--- src/rtl/noc_pkg.sv ---
// Shared NoC definitions: output port indices, flit control-bit offsets and
// the input-port FSM state type.
package noc_pkg;

    localparam int PORT_N    = 0;
    localparam int PORT_S    = 1;
    localparam int PORT_E    = 2;
    localparam int PORT_W    = 3;
    localparam int PORT_L    = 4;
    localparam int NUM_PORTS = 5;

    localparam logic [2:0] NO_GRANT = 3'b111;

    // Control bits sit directly above the payload: flit[DATA_W + HEAD_BIT].
    localparam int HEAD_BIT = 1;
    localparam int TAIL_BIT = 0;

    typedef enum logic {
        ST_IDLE   = 1'b0,
        ST_ROUTED = 1'b1
    } state_t;

    function automatic logic [NUM_PORTS-1:0] port_onehot(input int idx);
        return NUM_PORTS'(1) << idx;
    endfunction

endpackage

--- src/rtl/noc_input_port_if.sv ---
// Upstream flit link plus crossbar/arbiter side of one router input port.
interface noc_input_port_if #(
    parameter int DATA_W = 32
);
    // Handshakes: a push happens on a rising edge where valid_i && ready_o; a
    // pop happens where valid_o && out_ready_i. ready_o, valid_o and req_o are
    // registered-state functions and never depend combinationally on inputs.
    logic [DATA_W+1:0]              flit_i;
    logic                           valid_i;
    logic                           ready_o;
    logic [noc_pkg::NUM_PORTS-1:0]  req_o;
    logic [DATA_W+1:0]              flit_o;
    logic                           valid_o;
    logic                           out_ready_i;
    logic                           err_o;

    modport slave (
        input  flit_i, valid_i, out_ready_i,
        output ready_o, req_o, flit_o, valid_o, err_o
    );

    modport master (
        output flit_i, valid_i, out_ready_i,
        input  ready_o, req_o, flit_o, valid_o, err_o
    );
endinterface

--- src/rtl/noc_fifo.sv ---
// Synchronous circular-buffer FIFO; pointers wrap naturally, so DEPTH must be
// a power of two. Push when full and pop when empty are ignored.
module noc_fifo #(
    parameter int WIDTH = 34,
    parameter int DEPTH = 4,
    localparam int AW   = $clog2(DEPTH),
    localparam int CW   = $clog2(DEPTH + 1)
) (
    input  logic             clk,
    input  logic             rst_n,
    input  logic             push,
    input  logic [WIDTH-1:0] wr_data,
    input  logic             pop,
    output logic [WIDTH-1:0] rd_data,
    output logic             empty,
    output logic [CW-1:0]    count
);

    logic [WIDTH-1:0] mem [DEPTH];
    logic [AW-1:0]    wr_ptr;
    logic [AW-1:0]    rd_ptr;
    logic [CW-1:0]    count_q;
    logic             full;
    logic             push_en;
    logic             pop_en;

    assign full    = (count_q == CW'(DEPTH));
    assign empty   = (count_q == '0);
    assign push_en = push && !full;
    assign pop_en  = pop && !empty;
    assign rd_data = mem[rd_ptr];
    assign count   = count_q;

    // Storage carries no reset; only pointers and count define occupancy.
    always_ff @(posedge clk) begin
        if (push_en) begin
            mem[wr_ptr] <= wr_data;
        end
    end

    always_ff @(posedge clk or negedge rst_n) begin
        if (!rst_n) begin
            wr_ptr  <= '0;
            rd_ptr  <= '0;
            count_q <= '0;
        end else begin
            if (push_en) begin
                wr_ptr <= wr_ptr + AW'(1);
            end
            if (pop_en) begin
                rd_ptr <= rd_ptr + AW'(1);
            end
            case ({push_en, pop_en})
                2'b10:   count_q <= count_q + CW'(1);
                2'b01:   count_q <= count_q - CW'(1);
                default: count_q <= count_q;
            endcase
        end
    end

endmodule

--- src/rtl/noc_input_port.sv ---
// Router input stage: buffers flits, XY-routes each head flit and holds a
// one-hot output request for the whole wormhole packet.
module noc_input_port
    import noc_pkg::*;
#(
    parameter int DATA_W = 32,
    parameter int DEPTH  = 4,
    parameter int X_W    = 2,
    parameter int Y_W    = 2,
    parameter int MY_X   = 0,
    parameter int MY_Y   = 0
) (
    input  logic                    clk,
    input  logic                    rst_n,
    noc_input_port_if.slave         port,
    output state_t                  dbg_state
);

    localparam int              FW        = DATA_W + 2;
    localparam int              CW        = $clog2(DEPTH + 1);
    localparam logic [CW-1:0]   DEPTH_CNT = CW'(DEPTH);
    localparam logic [X_W-1:0]  MY_XV     = X_W'(MY_X);
    localparam logic [Y_W-1:0]  MY_YV     = Y_W'(MY_Y);

    logic [FW-1:0]          fifo_head;
    logic                   fifo_empty;
    logic [CW-1:0]          fifo_count;
    logic                   fifo_push;
    logic                   fifo_pop;

    state_t                 state_q, state_d;
    logic [NUM_PORTS-1:0]   route_q, route_d;
    logic [NUM_PORTS-1:0]   route_calc;
    logic                   err_q, err_d;
    logic [NUM_PORTS-1:0]   req;
    logic                   valid;

    logic                   head_flag;
    logic                   tail_flag;
    logic [X_W-1:0]         dest_x;
    logic [Y_W-1:0]         dest_y;

    assign port.ready_o = (fifo_count != DEPTH_CNT);
    assign fifo_push    = port.valid_i && port.ready_o;

    noc_fifo #(
        .WIDTH (FW),
        .DEPTH (DEPTH)
    ) u_fifo (
        .clk     (clk),
        .rst_n   (rst_n),
        .push    (fifo_push),
        .wr_data (port.flit_i),
        .pop     (fifo_pop),
        .rd_data (fifo_head),
        .empty   (fifo_empty),
        .count   (fifo_count)
    );

    assign head_flag = fifo_head[DATA_W + HEAD_BIT];
    assign tail_flag = fifo_head[DATA_W + TAIL_BIT];
    assign dest_x    = fifo_head[X_W+Y_W-1:Y_W];
    assign dest_y    = fifo_head[Y_W-1:0];

    // Dimension-ordered routing: resolve X fully before Y.
    always_comb begin
        if (dest_x > MY_XV) begin
            route_calc = port_onehot(PORT_E);
        end else if (dest_x < MY_XV) begin
            route_calc = port_onehot(PORT_W);
        end else if (dest_y > MY_YV) begin
            route_calc = port_onehot(PORT_N);
        end else if (dest_y < MY_YV) begin
            route_calc = port_onehot(PORT_S);
        end else begin
            route_calc = port_onehot(PORT_L);
        end
    end

    always_ff @(posedge clk or negedge rst_n) begin
        if (!rst_n) begin
            state_q <= ST_IDLE;
            route_q <= '0;
            err_q   <= 1'b0;
        end else begin
            state_q <= state_d;
            route_q <= route_d;
            err_q   <= err_d;
        end
    end

    always_comb begin
        state_d  = state_q;
        route_d  = route_q;
        err_d    = err_q;
        fifo_pop = 1'b0;
        req      = '0;
        valid    = 1'b0;
        case (state_q)
            ST_IDLE: begin
                if (!fifo_empty) begin
                    if (head_flag) begin
                        route_d = route_calc;
                        state_d = ST_ROUTED;
                    end else begin
                        // Orphan body/tail flit: drop it and flag the protocol error.
                        fifo_pop = 1'b1;
                        err_d    = 1'b1;
                    end
                end
            end
            ST_ROUTED: begin
                req      = route_q;
                valid    = !fifo_empty;
                fifo_pop = !fifo_empty && port.out_ready_i;
                if (fifo_pop && tail_flag) begin
                    state_d = ST_IDLE;
                end
            end
            default: begin
                state_d = ST_IDLE;
            end
        endcase
    end

    assign port.req_o   = req;
    assign port.valid_o = valid;
    assign port.flit_o  = fifo_head;
    assign port.err_o   = err_q;
    assign dbg_state    = state_q;

endmodule

--- src/flat_wrapper.sv ---
// flat-port wrapper written by rule: the top's interface ports become plain ports
module noc_input_port_flat import noc_pkg::*;
#(
    parameter int DATA_W = 32,
    parameter int DEPTH  = 4,
    parameter int X_W    = 2,
    parameter int Y_W    = 2,
    parameter int MY_X   = 0,
    parameter int MY_Y   = 0
)
  (clk, rst_n, dbg_state, port_flit_i, port_valid_i, port_out_ready_i, port_ready_o, port_req_o, port_flit_o, port_valid_o, port_err_o);
  noc_input_port_if #(.DATA_W(DATA_W)) port_i ();
  input  logic clk;
  input  logic rst_n;
  output state_t dbg_state;
  input wire logic [$bits(port_i.flit_i)-1:0] port_flit_i;
  input wire logic [$bits(port_i.valid_i)-1:0] port_valid_i;
  input wire logic [$bits(port_i.out_ready_i)-1:0] port_out_ready_i;
  output wire logic [$bits(port_i.ready_o)-1:0] port_ready_o;
  output wire logic [$bits(port_i.req_o)-1:0] port_req_o;
  output wire logic [$bits(port_i.flit_o)-1:0] port_flit_o;
  output wire logic [$bits(port_i.valid_o)-1:0] port_valid_o;
  output wire logic [$bits(port_i.err_o)-1:0] port_err_o;
  assign port_i.flit_i = port_flit_i;
  assign port_i.valid_i = port_valid_i;
  assign port_i.out_ready_i = port_out_ready_i;
  assign port_ready_o = port_i.ready_o;
  assign port_req_o = port_i.req_o;
  assign port_flit_o = port_i.flit_o;
  assign port_valid_o = port_i.valid_o;
  assign port_err_o = port_i.err_o;
  noc_input_port #(.DATA_W(DATA_W), .DEPTH(DEPTH), .X_W(X_W), .Y_W(Y_W), .MY_X(MY_X), .MY_Y(MY_Y)) u_core (.clk(clk), .rst_n(rst_n), .port(port_i), .dbg_state(dbg_state));
endmodule
--- config.mk ---
export PLATFORM = sky130hd
export DESIGN_NAME = noc_input_port_flat
export DESIGN_NICKNAME = d
export VERILOG_FILES = /design/src/rtl/noc_pkg.sv /design/src/rtl/noc_input_port_if.sv /design/src/rtl/noc_fifo.sv /design/src/rtl/noc_input_port.sv /design/src/flat_wrapper.sv
export SDC_FILE = /design/constraint.sdc
export NUM_CORES = 1
export LEC_CHECK = 0
export ABC_CLOCK_PERIOD_IN_PS = 7100
export CELL_PAD_IN_SITES_DETAIL_PLACEMENT = 1
export CELL_PAD_IN_SITES_GLOBAL_PLACEMENT = 1
export CORE_MARGIN = 5
export CORE_UTILIZATION = 51
export DETAILED_ROUTE_END_ITERATION = 8
export PLACE_DENSITY_LB_ADDON = 0.1
export SLEW_MARGIN = 20
export SYNTH_ARGS = -nofsm -noshare
export SYNTH_HDL_FRONTEND = slang
export SYNTH_HIERARCHICAL = 1
export SYNTH_SLANG_ARGS = --single-unit
export TNS_END_PERCENT = 20
--- constraint.sdc ---
create_clock -name clk -period 7.1 [get_ports clk]
set_input_delay 1.065 -clock clk [delete_from_list [all_inputs] [get_ports clk]]
set_output_delay 1.065 -clock clk [all_outputs]
set_load 0.05 [all_outputs]
==> results of run 1 <==
## cells in the mapped netlist (2+ instances only)
cell type  count
xor2_1         3
edfxtp_1     136
nor2_1         6
buf_2          4
and2_1         6
buf_4          2
mux4_1         6
ha_1           5
o21ai_1        3
nor3_1         2
inv_1          7
xnor2_1        3
mux4_2        28
o21ai_0        2
buf_12         3
nand2_1        8
and2_2         2
dfrtp_1       12
## flip-flops by register name, indices dropped and copies added, names as in the netlist
signal	flops
u_core/dbg_state	1
u_core/port.err_o	1
u_core/route_q	3
u_core/u_fifo/count	3
u_core/u_fifo/mem	136
u_core/u_fifo/rd_ptr	2
u_core/u_fifo/wr_ptr	2
## power by group through the flow
stage	combinational [mW]	clock [mW]	sequential, mW
floorplan	1.09	0	1.23
global placement	1.43	0	1.29
detailed placement	1.44	0	1.30
CTS	1.45	0.829	1.29
global route	1.50	0.881	1.30
finish	1.42	0.808	1.28
## logic make-up (layout without fill, tap and decap cells)
kind of cell,Yosys count,count (layout),share of synthesized area
fa+ha+maj,6,6,0.0146
compound gates,8,8,0.0106
flops,148,148,0.774
other cells,1,2,0.000662
xor+xnor,6,6,0.00928
mux,36,36,0.143
simple gates,27,27,0.0241
buf+inv,18,118,0.0243
## layer usage
layer | vias up | part of all wire
li1 | 1192 | -
met1 | 1363 | 0.42
met2 | 54 | 0.52
met3 | 11 | 0.039
met4 | 0 | 0.014
met5 | - | 0
## path summary, 6_finish.rpt
path,from,to,depth (start not counted)
setup / recovery,u_core/u_fifo/rd_ptr[0],port_flit_o[29],3
hold / removal,u_core/port.err_o,u_core/port.err_o,1
setup reg to reg,u_core/u_fifo/rd_ptr[1],u_core/u_fifo/count[2],11
hold reg to reg,u_core/port.err_o,u_core/port.err_o,1
max in group asynchronous,rst_n,u_core/u_fifo/rd_ptr[0],1
min in group asynchronous,rst_n,u_core/port.err_o,1
## placed cells by master, fill, tap and decap left out
master           instances
edfxtp_1               136
clkdlybuf4s50_1         78
mux4_2                  28
clkbuf_16               16
dfrtp_1                 10
nand2_1                  8
inv_1                    7
nor2_1                   6
and2_2                   6
mux4_1                   6
ha_1                     5
clkinv_2                 4
clkinvlp_4               4
o21ai_1                  3
xnor2_1                  3
xor2_1                   3
clkbuf_8                 2
inv_6                    2
clkbuf_1                 2
o21ai_0                  2
and2_1                   2
nor3_1                   2
conb_1                   2
dfrtp_2                  2
clkinv_4                 1
bufinv_16                1
or3b_1                   1
a21oi_1                  1
nor2b_1                  1
or2_1                    1
o31a_1                   1
a31oi_4                  1
mux2i_1                  1
mux2_2                   1
fa_1                     1
buf_4                    1
## area by class of cell
| cell class | count | area share |
|---|---|---|
| clock inverter | 12 | 0.0150 |
| sequential | 148 | 0.620 |
| inverter | 7 | 0.00372 |
| timing repair buffer | 79 | 0.111 |
| multi-input combinational | 85 | 0.163 |
| tap | 140 | 0.0248 |
| clock buffer | 20 | 0.0616 |
## through the flow
stage | setup slack, ns | instances | power (mW) | area [µm²] | hold WS [ns]
after floorplan | 4.27 | 251 | 2.33 | 5670 | 0.448
after global placement | 3.58 | 459 | 2.72 | 6530 | 0.452
after detailed placement | 3.58 | 459 | 2.74 | 6530 | 0.455
after CTS | 2.99 | 491 | 3.57 | 7070 | 0.468
after global routing | 2.93 | 491 | 3.68 | 7070 | 0.488
final | 3.11 | 491 | 3.51 | 7070 | 0.460
## critical path: stages (launching register included)
cell,delay (ns)
dfrtp_2,0.48
buf_4,0.55
mux4_1,0.65
clkdlybuf4s50_1,0.72
==> qor.yml, run 1 <==
status:
  status: "finished clean"
cells_and_area:
  drive_gt1_frac: 0.197
  syn2layout_area_growth_pct: 24.8
  multiInputGateArea_um2: 1150
  nNetsFinal: 382
  n_antenna_cell: 0
  num-fill-cells: 916
  regArea_um2: 4390
  final_util: 0.650
floorplanning:
  die_h_um: 115
  rows: 38
  core_area_um2: 10900
  io_pins: 81
  initial_core_util: 0.520
  die_x_um: 115
  die-area_um2: 13300
global_route:
  gr-max-usage-layer: "met2"
  met3_usage: 0.0491
  grt.total_usage: 0.173
  grt_util_met2: 0.290
  grt_pass1_vias: 2969
  met1_usage: 0.217
  grt_max_degree: 36
  grt_pass1_wl_um: 16600
  gr-total-overflow: 0
  grt_antenna_before_repair: 0
pwr:
  intPower_mw: 2.17
  p_comb_frac: 0.405
  sw_frac_of_total: 0.381
  ir_drop_mv: 0.237
  p_leak_nw: 2.38
  p_sw_mw: 1.34
  p_per_area_nw_per_um2: 497
  power_frac_seq: 0.365
  p_clk_frac: 0.230
detailed_routing:
  vias: 2620
  ant_nets: 0
  drtIter0Drc: 183
  dr.pass1.iters: 4
  drc_errors: 0
  wl_um: 10500
  wl_per_cell_um: 21.3
  via_per_inst: 5.34
clock_network:
  h-tree-depth: 4
  cts_root_buf: "clkbuf_8"
  ctsResizeCount: 0
  clock_path_buffers: 2
  cts-hold-fix-buffers: 0
  cts_buffers: 17
  cts.sinks: 148
  cts_tree: "yes"
  post_cts.repair.setup_buffers: 0
  clk_pin_slew_ns: 0.06
  clock_latency_ns: 0.51
critical_path:
  r2r_setup_slack_ns: 4.04
  critPathLaunchType: "flop"
  worst_setup_path_end_kind: "output pin"
  critPathKind: "flop to output pin"
  cp.arrival_ns: 2.93
  critPathRequiredTime_ns: 6.03
  crit_path_max_fanout: 31
yosys:
  ys_ff_latch: 148
  synth_edf_count: 136
  synth_area_um2: 5670
  netlist-cell-type-count: 30
  synth_top_area_frac: 0.721
  avgSynthCellArea_um2: 22.7
  yosysWarnings: 6
  ys_seq_area_frac: 0.774
  netlist_top_cells_area: "edfxtp_1, mux4_2, dfrtp_1"
  synthCells: 250
  synth_ff_type: "edfxtp_1"
  ys_async_sr_fraction: 0.0811
  yosys.area.top_type: "edfxtp_1"
timing:
  fin_crit_sh: 0.562
  fin_crit_ns: 3.99
  maxSlewHeadroom: 0.332
  worst_slew_pin_slew_ns: 1.00
  rsz0062_at_grt: "no"
  slew_viol_final: 0
  hold_viol: 0
  max_freq_ghz: 0.250
  clock-skew-final_ns: 0.0114
  setup_viol: 0
  fin_setup_tns_ns: 0
placement:
  place.gp.congestion: 0.686
  dp_hpwl_um: 6160
  port_buffers: 78
job:
  cap_violations: 0
min_path:
  hp-class: "flop to flop"
Power figures use the tool's default switching activity.
==> run 2: changes to the inputs <==
Settings changed: ABC_CLOCK_PERIOD_IN_PS 7100 to 4100, CORE_UTILIZATION 51 to 47.
Clock period 7.1 ns to 4.1 ns, I/O delays scaled along.
==> run 2 against run 1 <==
Clock skew is 0.0050 ns lower; total power is 79% higher; setup slack worse by 2.3 ns.
==> qor.yml, run 2 (same netlist as run 1, synthesis figures left out) <==
pwr:
  ir_drop_mv: 0.472  # +100%
  p_per_area_nw_per_um2: 873  # +76%
  p_leak_nw: 2.44  # +2.7%
cells_and_area:
  num-fill-cells: 1010  # +10%
  layout_common_cells: "edfxtp_1, clkdlybuf4s50_1, mux4_2, clkbuf_16, dfrtp_1"
  drive_gt1_frac: 0.202  # +0.00567
  design_area_um2: 7190  # +1.6%
  instances_no_fill: 503  # +2.4%
  n_antenna_cell: 0  # unchanged
  final_common_cell: "edfxtp_1"
  largest_register: "u_core/u_fifo/mem"
  syn2layout_area_growth_pct: 26.8
  largest_reg_flops: 136  # unchanged
  nNetsFinal: 387  # +1.3%
critical_path:
  cp.arrival_ns: 2.67  # -0.26 ns
  worst_setup_path_end_kind: "output pin"
  critPathKind: "flop to output pin"
  critPathLaunchType: "flop"
  critPathRequiredTime_ns: 3.48  # -2.55 ns
  crit_path_max_fanout: 26  # -16%
detailed_routing:
  via_per_inst: 5.32  # -0.34%
  wl_um: 11000  # +5.0%
  vias: 2675  # +2.1%
  drtIter0Drc: 152  # -17%
  drc_errors: 0  # unchanged
  ant_nets: 0  # unchanged
  dr.pass1.iters: 4  # unchanged
  wl_per_cell_um: 21.8  # +2.5%
placement:
  dp_hpwl_um: 6950  # +13%
  port_buffers: 78  # unchanged
  dp_cells: 471  # +2.6%
  place.gp.congestion: 0.716  # +4.3%
  place_area_um2: 6590  # +0.90%
timing:
  fin_crit_ns: 3.28
  clock-skew-final_ns: 0.00633  # -0.00503 ns
  maxSlewHeadroom: 0.345  # +0.0127
  fin_crit_sh: 0.801
  setup_viol: 0  # unchanged
  worst_slew_pin_slew_ns: 0.983  # -0.0191 ns
  hold_viol: 0  # unchanged
  fin_setup_tns_ns: 0  # unchanged
  max_freq_ghz: 0.304
  rsz0062_at_grt: "no"
  slew_viol_final: 0  # unchanged
global_route:
  grt.total_usage: 0.167  # -0.00666
  grt_pass1_wl_um: 17500  # +5.3%
  grt_antenna_before_repair: 0  # unchanged
  grt_max_degree: 35  # -2.8%
  grt_pass1_vias: 3013  # +1.5%
  gr-total-overflow: 0  # unchanged
clock_network:
  clk_pin_slew_ns: 0.06  # about the same
  ctsResizeCount: 0  # unchanged
  post_cts.repair.setup_buffers: 0  # unchanged
  cts_buffers: 17  # unchanged
  cts_tree: "yes"
  cts-hold-fix-buffers: 0  # unchanged
  h-tree-depth: 4  # unchanged
  clock_path_buffers: 2  # unchanged
  cts.sinks: 148  # unchanged
  clock_latency_ns: 0.41  # -0.10 ns
  cts_root_buf: "clkbuf_16"
min_path:
  hp-class: "flop to flop"
floorplanning:
  die_h_um: 120  # +3.8%
  io_pins: 81  # unchanged
  core_area_um2: 11900  # +9.4%
  die-area_um2: 14400  # +7.8%
  rows: 40  # +5.3%
  initial_core_util: 0.476  # -0.0447
  die_x_um: 120  # +3.8%
status:
  status: "finished clean"
job:
  cap_violations: 0  # unchanged
[run 2: cell count changes in the layout (fill, tap and decap cells not counted), sizes merged]
| cell | previous run | this run |
|---|---|---|
| clkbuf | 20 | 23 |
| buf | 1 | 6 |
| inv | 9 | 7 |
| bufinv | 1 | 3 |
| clkinvlp | 4 | 1 |
[run 2: final timing paths]
| path | startpoint | to | slack (ns) | cells after the start |
|---|---|---|---|---|
| worst max-delay path | u_core/u_fifo/rd_ptr[0] | port_flit_o[25] | 0.82 | 3 |
| worst max register to register | u_core/u_fifo/rd_ptr[0] | u_core/u_fifo/count[2] | 1.26 | 11 |
| max in group asynchronous | rst_n | u_core/u_fifo/rd_ptr[1] | 3.10 | 1 |
| worst min register to register | u_core/port.err_o | u_core/port.err_o | 0.50 | 1 |
| min in group asynchronous | rst_n | u_core/route_q[2] | 0.58 | 1 |
| worst min-delay path | u_core/port.err_o | u_core/port.err_o | 0.50 | 1 |
[run 2: power by group]
part	switching [mW]	leakage (nW)	internal [mW]
clock network	0.562	0.291	0.988
logic	1.57	0.771	0.953
registers	0.189	1.38	2.02
[run 2: cell type report]
cell class                 count  area, µm²  share of cell area
clock buffer                  23        468              0.0651
clock inverter                 9        130              0.0181
inverter                       7       26.3             0.00366
multi-input combinational     85       1150               0.161
sequential                   148       4390               0.610
tap                          147        184              0.0256
timing repair buffer          84        838               0.117
[run 2: layer usage]
layer	vias to the layer above	GRT usage	wire length, µm
met1	1394	0.212	4680
li1	1200	-	-
met4	0	0.0601	110
met5	-	0	0
met3	11	0.0509	483
met2	70	0.273	5690
[run 2: worst max-delay path: stages (launching register included)]
cell and delay, ns:
dfrtp_2 0.61, buf_12 0.30, mux4_1 0.61, clkdlybuf4s50_1 0.73
[run 2: through the flow]
stage / utilization / hold WS (ns) / power [mW] / setup slack (ns)
final: 0.603 / 0.497 / 6.28 / 0.815
after global placement: 0.553 / 0.453 / 4.77 / 1.21
after global routing: 0.603 / 0.526 / 6.57 / 0.684
after detailed placement: 0.553 / 0.482 / 4.79 / 1.22
after CTS: 0.603 / 0.509 / 6.37 / 0.739
after floorplan: - / 0.319 / 4.03 / 1.27
